$ cat src/rtl/fnn_pkg.sv
// Shared defaults and FSM encoding for the output-layer scoring logic.
package fnn_pkg;

    localparam int N_OUT_DEF     = 10;
    localparam int DW_DEF        = 8;
    localparam int N_SAMPLES_DEF = 750;
    localparam int CLS_W_DEF     = 4;
    localparam int CNT_W         = 10;

    typedef enum logic [1:0] {
        IDLE   = 2'd0,
        SCAN   = 2'd1,
        RESULT = 2'd2,
        DONE   = 2'd3
    } state_t;

endpackage

$ cat src/rtl/en_counter.sv
// Enable-gated up counter with asynchronous reset; saturates instead of wrapping.
module en_counter
    import fnn_pkg::*;
#(
    parameter int W = CNT_W
) (
    input  logic         clk,
    input  logic         rst,
    input  logic         en,
    output logic [W-1:0] count
);

    // NOTE: sequential state is always assigned with <= so every flop samples pre-edge values.
    always_ff @(posedge clk or posedge rst) begin
        if (rst) begin
            count <= '0;
        end else if (en && (count != '1)) begin
            count <= count + W'(1);
        end
    end

endmodule

$ cat src/rtl/argmax_scorer.sv
// Scans one captured output-layer vector per request with a single reused comparator,
// reports the argmax class, whether it matches the label, and running score counters.
module argmax_scorer
    import fnn_pkg::*;
#(
    parameter int N_OUT     = N_OUT_DEF,
    parameter int DW        = DW_DEF,
    parameter int N_SAMPLES = N_SAMPLES_DEF,
    parameter int CLS_W     = CLS_W_DEF
) (
    input  logic                  clk,
    input  logic                  rst,
    input  logic                  start,
    input  logic [N_OUT*DW-1:0]   vals,
    input  logic [CLS_W-1:0]      label,
    output logic                  busy,
    output logic                  valid,
    output logic [CLS_W-1:0]      pred,
    output logic                  eq,
    output logic [CNT_W-1:0]      sample_cnt,
    output logic [CNT_W-1:0]      correct_cnt,
    output logic                  all_done
);

    state_t state, next_state;

    logic [N_OUT*DW-1:0]   cap_vals;
    logic [CLS_W-1:0]      cap_label;
    logic [CLS_W-1:0]      idx;
    logic [CLS_W-1:0]      best_idx;
    logic signed [DW-1:0]  best_val;
    logic signed [DW-1:0]  cur_val;

    logic accept;
    logic greater;
    logic last_elem;
    logic final_sample;
    logic result_eq;
    logic count_en;

    // A start landing in the result-pulse cycle is dropped along with the RESULT-state one.
    assign accept       = (state == IDLE) && start && !valid;
    assign cur_val      = cap_vals[idx*DW +: DW];
    assign greater      = cur_val > best_val;
    assign last_elem    = (idx == CLS_W'(N_OUT - 1));
    assign final_sample = (sample_cnt == CNT_W'(N_SAMPLES - 1));
    assign result_eq    = (best_idx == cap_label) && (int'(cap_label) < N_OUT);
    assign count_en     = (state == RESULT);

    always_ff @(posedge clk or posedge rst) begin
        if (rst) begin
            state <= IDLE;
        end else begin
            state <= next_state;
        end
    end

    // NOTE: next_state gets a default before the case so no path leaves it unassigned (no latch).
    always_comb begin
        next_state = state;
        unique case (state)
            IDLE:    if (accept) next_state = SCAN;
            SCAN:    if (last_elem) next_state = RESULT;
            RESULT:  next_state = final_sample ? DONE : IDLE;
            DONE:    next_state = DONE;
        endcase
    end

    // NOTE: the capture registers are plain flops, not a RAM, so they take the async reset too.
    always_ff @(posedge clk or posedge rst) begin
        if (rst) begin
            cap_vals  <= '0;
            cap_label <= '0;
            idx       <= '0;
            best_idx  <= '0;
            best_val  <= '0;
            valid     <= 1'b0;
            pred      <= '0;
            eq        <= 1'b0;
        end else begin
            if (accept) begin
                cap_vals  <= vals;
                cap_label <= label;
                best_val  <= vals[DW-1:0];
                best_idx  <= '0;
                idx       <= CLS_W'(1);
            end else if (state == SCAN) begin
                // Strictly greater only, so ties keep the lowest index.
                if (greater) begin
                    best_val <= cur_val;
                    best_idx <= idx;
                end
                idx <= idx + CLS_W'(1);
            end

            valid <= (state == RESULT);
            if (state == RESULT) begin
                pred <= best_idx;
                eq   <= result_eq;
            end
        end
    end

    // Counters only step in RESULT, and DONE never returns there, so they freeze at N_SAMPLES.
    en_counter #(.W(CNT_W)) u_sample_cnt (
        .clk   (clk),
        .rst   (rst),
        .en    (count_en),
        .count (sample_cnt)
    );

    en_counter #(.W(CNT_W)) u_correct_cnt (
        .clk   (clk),
        .rst   (rst),
        .en    (count_en && result_eq),
        .count (correct_cnt)
    );

    assign busy     = (state == SCAN) || (state == RESULT) || valid;
    assign all_done = (state == DONE);

endmodule

$ cat config.mk
export PLATFORM = sky130hd
export DESIGN_NAME = argmax_scorer
export DESIGN_NICKNAME = d
export VERILOG_FILES = /design/src/rtl/fnn_pkg.sv /design/src/rtl/en_counter.sv /design/src/rtl/argmax_scorer.sv
export SDC_FILE = /design/constraint.sdc
export NUM_CORES = 1
export LEC_CHECK = 0
export BUFFER_PORTS_ARGS = -buffer_cell sky130_fd_sc_hd__buf_2
export CAP_MARGIN = 40
export CORE_MARGIN = 3
export CORE_UTILIZATION = 57
export CTS_CLUSTER_DIAMETER = 200
export DETAILED_ROUTE_END_ITERATION = 8
export GPL_TIMING_DRIVEN = 0
export PLACE_DENSITY = 0.81
export SLEW_MARGIN = 20
export SYNTH_ARGS = -nofsm -noshare
export SYNTH_HDL_FRONTEND = slang
export SYNTH_SLANG_ARGS = --single-unit
$ cat constraint.sdc
create_clock -name clk -period 5.87 [get_ports clk]
set_input_delay 0.2935 -clock clk [delete_from_list [all_inputs] [get_ports clk]]
set_output_delay 0.2935 -clock clk [all_outputs]
set_load 0.005 [all_outputs]
==> impl_metrics.env, run 1 <==
export IMPL_drive_gt1_share_pct=22.69
export IMPL_layout_common_cells="nand2_1 (268), dfrtp_1 (128), buf_2 (118)"
export IMPL_grt_usage_pct=31.23
export IMPL_grt_pass1_wl_mm=30.12
export IMPL_p_int_mw=2.774
export IMPL_clock_sinks=128
export IMPL_insertion_delay_ns=0.54
export IMPL_rsz0062_at_grt="no"
export IMPL_clk_pin_slew_ns=0.06
export IMPL_clock_path_buffers=2
export IMPL_fin_ws_ns=2.279
export IMPL_h_tree_depth=4
export IMPL_synthTopCellsByArea="dfrtp_1 (51%), nand2_1 (16%), ha_1 (3.4%)"
export IMPL_finalSetupViolations=0
export IMPL_ir_drop_uv=347.9
export IMPL_dieWidth_um=111.4
export IMPL_start_util_pct=60.03
export IMPL_crit_path_cell_trace="buf_2, nand2_1, a211oi_1, o32ai_2, ha_1, and4_1, a211oi_2, nor3_1, clkbuf_1, a21oi_1, o31ai_2"
export IMPL_slowest_delay_ns=0.53
export IMPL_cts_buffers_inserted=17
export IMPL_antenna_found_initial=3
export IMPL_cp_startpoint="idx[1]$_DFFE_PP0P_"
export IMPL_arrival_ns=4.04
export IMPL_crit_fanout=10
export IMPL_synth_area_per_cell_sq_um=9.718
export IMPL_maxSlewHeadroom_pct=52.32
export IMPL_synth_async_reset_ratio_pct=100.0
export IMPL_synth_ff_type="dfrtp_1"
export IMPL_io_pins=115
export IMPL_endpoint_kind="register"
export IMPL_ff2ff_setup_slack_ns=2.28
export IMPL_worst_slew_pin_slew_ns=0.7125
export IMPL_fin_nets=969
export IMPL_place_congestion=0.9402
export IMPL_placedCellCount=903
export IMPL_finalWirelength_mm=18.52
export IMPL_synth_cells=652
export IMPL_path_class="register to register"
export IMPL_cap_violations=0
export IMPL_yosys_warnings=0
export IMPL_swShare_pct=39.78
export IMPL_rows=37
export IMPL_use_met2_pct=52.59
export IMPL_power_density_nw_per_um2=544.8
export IMPL_wl_per_cell_um=18.23
export IMPL_synth_edf_count=0
export IMPL_cts_resized=0
export IMPL_area_growth_pct=33.47
export IMPL_fin_tns_setup_ns=0
export IMPL_hold_violations=0
export IMPL_hold_buffers=79
export IMPL_ant_nets=0
export IMPL_cts_root_buf="clkbuf_8"
export IMPL_comb_power_share_pct=45.4
export IMPL_dr_pass1_iters=5
export IMPL_layout_commonest_cell="nand2_1"
export IMPL_yosysUniqueCellTypes=53
export IMPL_dpl_cell_area_sq_um=7109
export IMPL_setup_worst_path_start_class="register"
export IMPL_synth_largest_area_cell="dfrtp_1"
export IMPL_grt_max_degree=74
export IMPL_dp_hpwl_mm=11.38
export IMPL_vias_per_cell=5.593
export IMPL_core_sq_um=10560
export IMPL_reg2reg_to="best_val[2]$_DFFE_PP0P_"
export IMPL_power_mw=4.607
export IMPL_finalMaxSlewViolations=0
export IMPL_r2r_start="idx[1]$_DFFE_PP0P_"
export IMPL_numPortBuffers=114
export IMPL_timing_hold_ws_ns=0.01540
export IMPL_route_vias_total=5682
export IMPL_worstRegToRegCells=11
export IMPL_grt_pass1_vias=5940
export IMPL_cellLeakagePower_nw=4.346
export IMPL_clock_skew_ns=0.007188
export IMPL_synth_seq_cells=128
export IMPL_crit_slowest_cell="a211oi_1"
export IMPL_gr_total_overflow=0
export IMPL_dieArea_sq_um=12420
export IMPL_ys_seq_area_share_pct=50.55
export IMPL_fin_util_pct=80.12
export IMPL_p_switching_mw=1.833
export IMPL_cp_endpoint="best_val[2]$_DFFE_PP0P_"
export IMPL_hold_class="input port to register"
export IMPL_syn_cell_area_sq_um=6336
export IMPL_place_ws_ns=2.436
export IMPL_met3_usage_pct=6.902
export IMPL_finalInstanceArea_sq_um=8457
export IMPL_max_freq_mhz=278.5
export IMPL_met1_usage_pct=38.11
export IMPL_finalCritPeriodShare_pct=61.18
export IMPL_instances_no_fill=1016
export IMPL_die_h_um=111.4
export IMPL_synth_top_cell_area_share_pct=50.55
export IMPL_clkPwrFrac_pct=21.5
export IMPL_cts_setup_buffers=0
export IMPL_drc=0
export IMPL_seqPwrFrac_pct=33.1
export IMPL_synthesis_nets=756
export IMPL_layout_min_cycle_time_ns=3.591
export IMPL_cp_required_ns=6.31
export IMPL_drt_iter0_markers=547
export IMPL_tritoncts="built"
export IMPL_status="finished, final reports clean"
export IMPL_grt_busiest_layer="met2"
[state kept, by name (all words and copies together) (netlist names)]
name	cells
state	2
pred	4
u_correct_cnt.count	10
best_idx	4
cap_label	4
eq	1
u_sample_cnt.count	10
valid	1
idx	4
best_val	8
cap_vals	80
[per-layer routing]
metal	wire length, um	part of all wire (%)	vias up
met5	0	0	-
met2	9332	50	278
met3	1164	6.3	59
li1	-	-	2609
met1	7340	40	2736
met4	679	3.7	0
[cells by family after synthesis]
| kind of cell | Yosys count | share of synthesized area (%) |
|---|---|---|
| xor+xnor | 22 | 3.041 |
| fa+ha+maj | 17 | 3.357 |
| mux | 29 | 6.833 |
| buf+inv | 51 | 4.265 |
| simple gates | 336 | 23.06 |
| flops | 128 | 50.55 |
| compound gates | 69 | 8.886 |
[layout make-up]
type,instances,area (sq um)
fillers,650,2098
clock buffers,25,494.2
well taps,136,170.2
multi-input cells,473,2863
clock inverters,6,55.05
diodes,3,7.507
repair buffers,194,1389
inverters,16,65.06
flip-flops and latches,128,3203
plain buffers,35,210.2
[worst min path at each step]
| stage | slack (ns) | from | cells past startpoint | end |
|---|---|---|---|---|
| 3_3_place_gp | 0.45 | cap_vals[28]$_DFFE_PP0P_ | 2 | cap_vals[28]$_DFFE_PP0P_ |
| 4_1_cts | 0.001 | vals[2] | 3 | cap_vals[2]$_DFFE_PP0P_ |
| 6_report | 0.02 | vals[7] | 3 | cap_vals[7]$_DFFE_PP0P_ |
| 5_1_grt | 0.02 | vals[7] | 3 | cap_vals[7]$_DFFE_PP0P_ |
| 2_1_floorplan | 0.40 | label[0] | 2 | cap_label[0]$_DFFE_PP0P_ |
| 3_5_place_dp | 0.38 | rst | 2 | u_sample_cnt.count[5]$_DFFE_PP0P_ |
[worst max-delay path: cells and delay by family, from the launching register on]
| kind | cells | cell delay [ns] |
|---|---|---|
| and+or+nand+nor | 3 | 0.78 |
| AOI/OAI and AO/OA | 5 | 1.12 |
| adders and majority gates | 1 | 0.33 |
| DFF | 1 | 0.51 |
| buffers and inverters | 2 | 0.75 |
[cells in the mapped netlist, types with 9 or more instances]
library cell / instances
nand2_1: 268
inv_1: 16
a211oi_1: 9
mux2_2: 13
nand3_1: 9
a21oi_1: 17
dfrtp_1: 128
clkbuf_1: 19
ha_1: 17
nor2b_1: 10
xor2_1: 14
[power groups by stage]
stage	registers, mW	logic (mW)	clock network, mW
after floorplan	1.45	1.50	0
after global placement	1.50	1.91	0
after detailed placement	1.52	1.98	0
after CTS	1.51	2.04	0.987
after global routing	1.57	2.30	1.03
final	1.53	2.09	0.989
Power figures use the tool's default switching activity.
==> run 2: changes to the inputs <==
ABC_AREA = 1   (was unset)
CORE_UTILIZATION = 56   (was 57)
PLACE_DENSITY = 0.8   (was 0.81)
clock period = 3.7 ns   (was 5.87 ns; I/O delays follow)
==> run 2 against run 1 <==
Net effect: the run now ends with hold timing left; critical path depth grew 7; final cell count is 18% higher; clock power grew 79%; highest routed layer unchanged; global-route usage down 3.1 points; first-iteration DRC count rose by 4.8%; non-clock buffer count shrank 17; sequential share of layout area fell by 0.48 points; sequential cell count unchanged.
==> impl_metrics.env, run 2 <==
export IMPL_synth_ff_type="dfrtp_1"
export IMPL_status="finished with violations"
export IMPL_core_sq_um=11130
export IMPL_start_util_pct=59.00
export IMPL_clk_pin_slew_ns=0.05
export IMPL_syn_cell_area_sq_um=6564
export IMPL_antenna_cells=0
export IMPL_drc=0
export IMPL_path_common_cell="nand2_1"
export IMPL_grt_usage_pct=28.13
export IMPL_grt_pass1_wl_mm=29.11
export IMPL_timing_hold_ws_ns=-0.002421
export IMPL_dp_hpwl_mm=11.60
export IMPL_h_tree_depth=4
export IMPL_arrival_ns=3.26
export IMPL_yosys_warnings=0
export IMPL_largest_register="cap_vals"
export IMPL_rsz0062_at_grt="no"
export IMPL_clock_sinks=128
export IMPL_finalWirelength_mm=17.71
export IMPL_synth_edf_count=0
export IMPL_synthTopCellsByArea="dfrtp_1 (49%), nand2_1 (19%), o21ai_0 (6.8%)"
export IMPL_ant_nets=0
export IMPL_drive_gt1_share_pct=18.32
export IMPL_layout_commonest_cell="nand2_1"
export IMPL_synth_seq_cells=128
export IMPL_place_congestion=0.8773
export IMPL_fin_util_pct=76.98
export IMPL_yosysUniqueCellTypes=34
export IMPL_route_vias_total=6379
export IMPL_reg2reg_to="best_val[7]$_DFFE_PP0P_"
export IMPL_ys_seq_area_share_pct=48.80
export IMPL_dr_pass1_iters=5
export IMPL_endpoint_kind="register"
export IMPL_io_pins=115
export IMPL_max_freq_mhz=337.2
export IMPL_hold_violations=1
export IMPL_cts_resized=0
export IMPL_cap_violations=0
export IMPL_cts_buffers_inserted=17
export IMPL_wl_per_cell_um=14.77
export IMPL_multi_input_area_sq_um=2738
export IMPL_grt_pass1_vias=6302
export IMPL_regArea_sq_um=3203
export IMPL_layout_min_cycle_time_ns=2.965
export IMPL_cts_root_buf="clkbuf_16"
export IMPL_placedCellCount=1107
export IMPL_grt_max_degree=79
export IMPL_rows=38
export IMPL_dieArea_sq_um=13060
export IMPL_tritoncts="built"
export IMPL_fillerInstances=792
export IMPL_synth_largest_area_cell="dfrtp_1"
export IMPL_clock_path_buffers=2
export IMPL_synth_top_cell_area_share_pct=48.80
export IMPL_crit_fanout=10
export IMPL_crit_path_cell_trace="inv_2, buf_2, nand2_1, nand3_1, nand3_1, nand3_1, nand2_1, ha_1, a21oi_1, nor2_1, nor2_1, nand2_1, nand2_1, nand2_2, nand2_2, nand2_1, nand2_1, nand2_1"
export IMPL_hold_path_depth=3
export IMPL_min_to="cap_label[3]$_DFFE_PP0P_"
export IMPL_synthesis_nets=956
export IMPL_maxSlewHeadroom_pct=62.01
export IMPL_power_density_nw_per_um2=850.0
export IMPL_largest_registers="cap_vals (80), u_correct_cnt.count (10), u_sample_cnt.count (10)"
export IMPL_die_h_um=114.3
export IMPL_synth_async_reset_ratio_pct=100.0
export IMPL_ir_drop_uv=628.0
export IMPL_crit_slowest_cell="dfrtp_1"
export IMPL_worst_slew_pin_slew_ns=0.5668
export IMPL_setup_worst_path_start_class="register"
export IMPL_worstRegToRegCells=18
export IMPL_hold_class="input port to register"
export IMPL_insertion_delay_ns=0.42
export IMPL_cellLeakagePower_nw=4.521
export IMPL_layout_common_cells="nand2_1 (327), buf_2 (132), dfrtp_1 (128)"
export IMPL_min_from="label[3]"
export IMPL_path_class="register to register"
export IMPL_gr_total_overflow=0
export IMPL_synth_area_per_cell_sq_um=7.704
export IMPL_drt_iter0_markers=573
export IMPL_largest_reg_flops=80
export IMPL_yosysMostFrequentCell="nand2_1"
export IMPL_antenna_found_initial=0
export IMPL_ff2ff_setup_slack_ns=0.73
export IMPL_slowest_delay_ns=0.46
export IMPL_finalCritPeriodShare_pct=80.14
export IMPL_instances_no_fill=1199
export IMPL_synth_common_cells="nand2_1 (327), dfrtp_1 (128), inv_1 (110), o21ai_0 (89), nand3_1 (68)"
export IMPL_dieWidth_um=114.3
export IMPL_synth_cells=852
export IMPL_vias_per_cell=5.320
export IMPL_clock_skew_ns=0.01028
export IMPL_area_growth_pct=30.48
export IMPL_finalSetupViolations=0
export IMPL_cp_required_ns=3.99
export IMPL_fin_nets=1150
export IMPL_r2r_start="idx[0]$_DFFE_PP0P_"
export IMPL_finalMaxSlewViolations=0
export IMPL_numPortBuffers=114
export IMPL_violations="hold timing"
run 2: worst max path at each step:
stage                             from                        to  slack [ns]
finish              idx[0]$_DFFE_PP0P_   best_val[7]$_DFFE_PP0P_        0.73
global route        idx[0]$_DFFE_PP0P_   best_val[7]$_DFFE_PP0P_        0.48
CTS                 idx[0]$_DFFE_PP0P_   best_val[7]$_DFFE_PP0P_        0.84
detailed placement  idx[0]$_DFFE_PP0P_   best_val[1]$_DFFE_PP0P_        0.93
global placement                   rst  cap_vals[10]$_DFFE_PP0P_       -1.33
floorplan                          rst   best_idx[0]$_DFFE_PP0P_        0.10
run 2: per-stage QoR:
| step | setup slack [ns] | hold slack [ns] | TNS [ns] | total power, mW | instance area (sq um) |
|---|---|---|---|---|---|
| 2_1_floorplan | 0.1024 | 0.2946 | 0 | 4.503 | 6564 |
| 3_3_place_gp | -1.328 | 0.3795 | -168.95 | 5.252 | 7310 |
| 3_5_place_dp | 0.9309 | 0.2120 | 0 | 5.349 | 7345 |
| 4_1_cts | 0.8353 | 0.001857 | 0 | 7.233 | 8564 |
| 5_1_grt | 0.4752 | 0.006750 | 0 | 7.853 | 8564 |
| 6_report | 0.7347 | -0.002421 | 0 | 7.279 | 8564 |
run 2: critical path, delay by kind of cell, from the launching register on:
kind	cells	cell delay [ns]
and+or+nand+nor	14	1.46
AOI/OAI and AO/OA	1	0.17
DFF	1	0.46
adders and majority gates	1	0.32
buffers and inverters	2	0.42
run 2: kinds of logic (layout without fill, tap and decap cells):
kind of cell	Yosys count	in the layout	share of synthesized area, %
XOR/XNOR	16	16	2.135
AND/OR/NAND/NOR	436	436	27.83
adder cells (fa/ha/maj)	17	17	3.241
buffers and inverters	150	357	9.493
flip-flops	128	128	48.80
AO/OA/AOI/OAI	105	105	8.502
run 2: timing repair:
action	CTS	global route
buffers inserted	0	0
endpoints found under the hold margin	109	0
hold buffers	60	0
run 2: layout make-up:
cell class	count	share of cell area, %
sequential	128	37.40
multi-input combinational	574	31.97
timing repair buffer	175	14.00
inverter	113	5.040
clock buffer	18	5.011
buffer	37	2.323
clock inverter	14	2.221
tap	140	2.045
run 2: power by group:
group | leakage, nW | internal [mW] | total (mW) | switching, mW
clock network | 0.300 | 1.13 | 1.77 | 0.640
logic | 2.61 | 1.14 | 3.22 | 2.08
registers | 1.61 | 2.01 | 2.30 | 0.291
total | 4.52 | 4.27 | 7.28 | 3.01
run 2: metal layers:
layer	share of wire, %	up-vias	global-route usage, %	routed length, um
li1	-	3046	-	-
met1	42	3003	35.35	7408
met2	49	280	48.01	8631
met3	5.9	50	4.915	1039
met4	3.5	0	11.80	627
met5	0	-	0	0
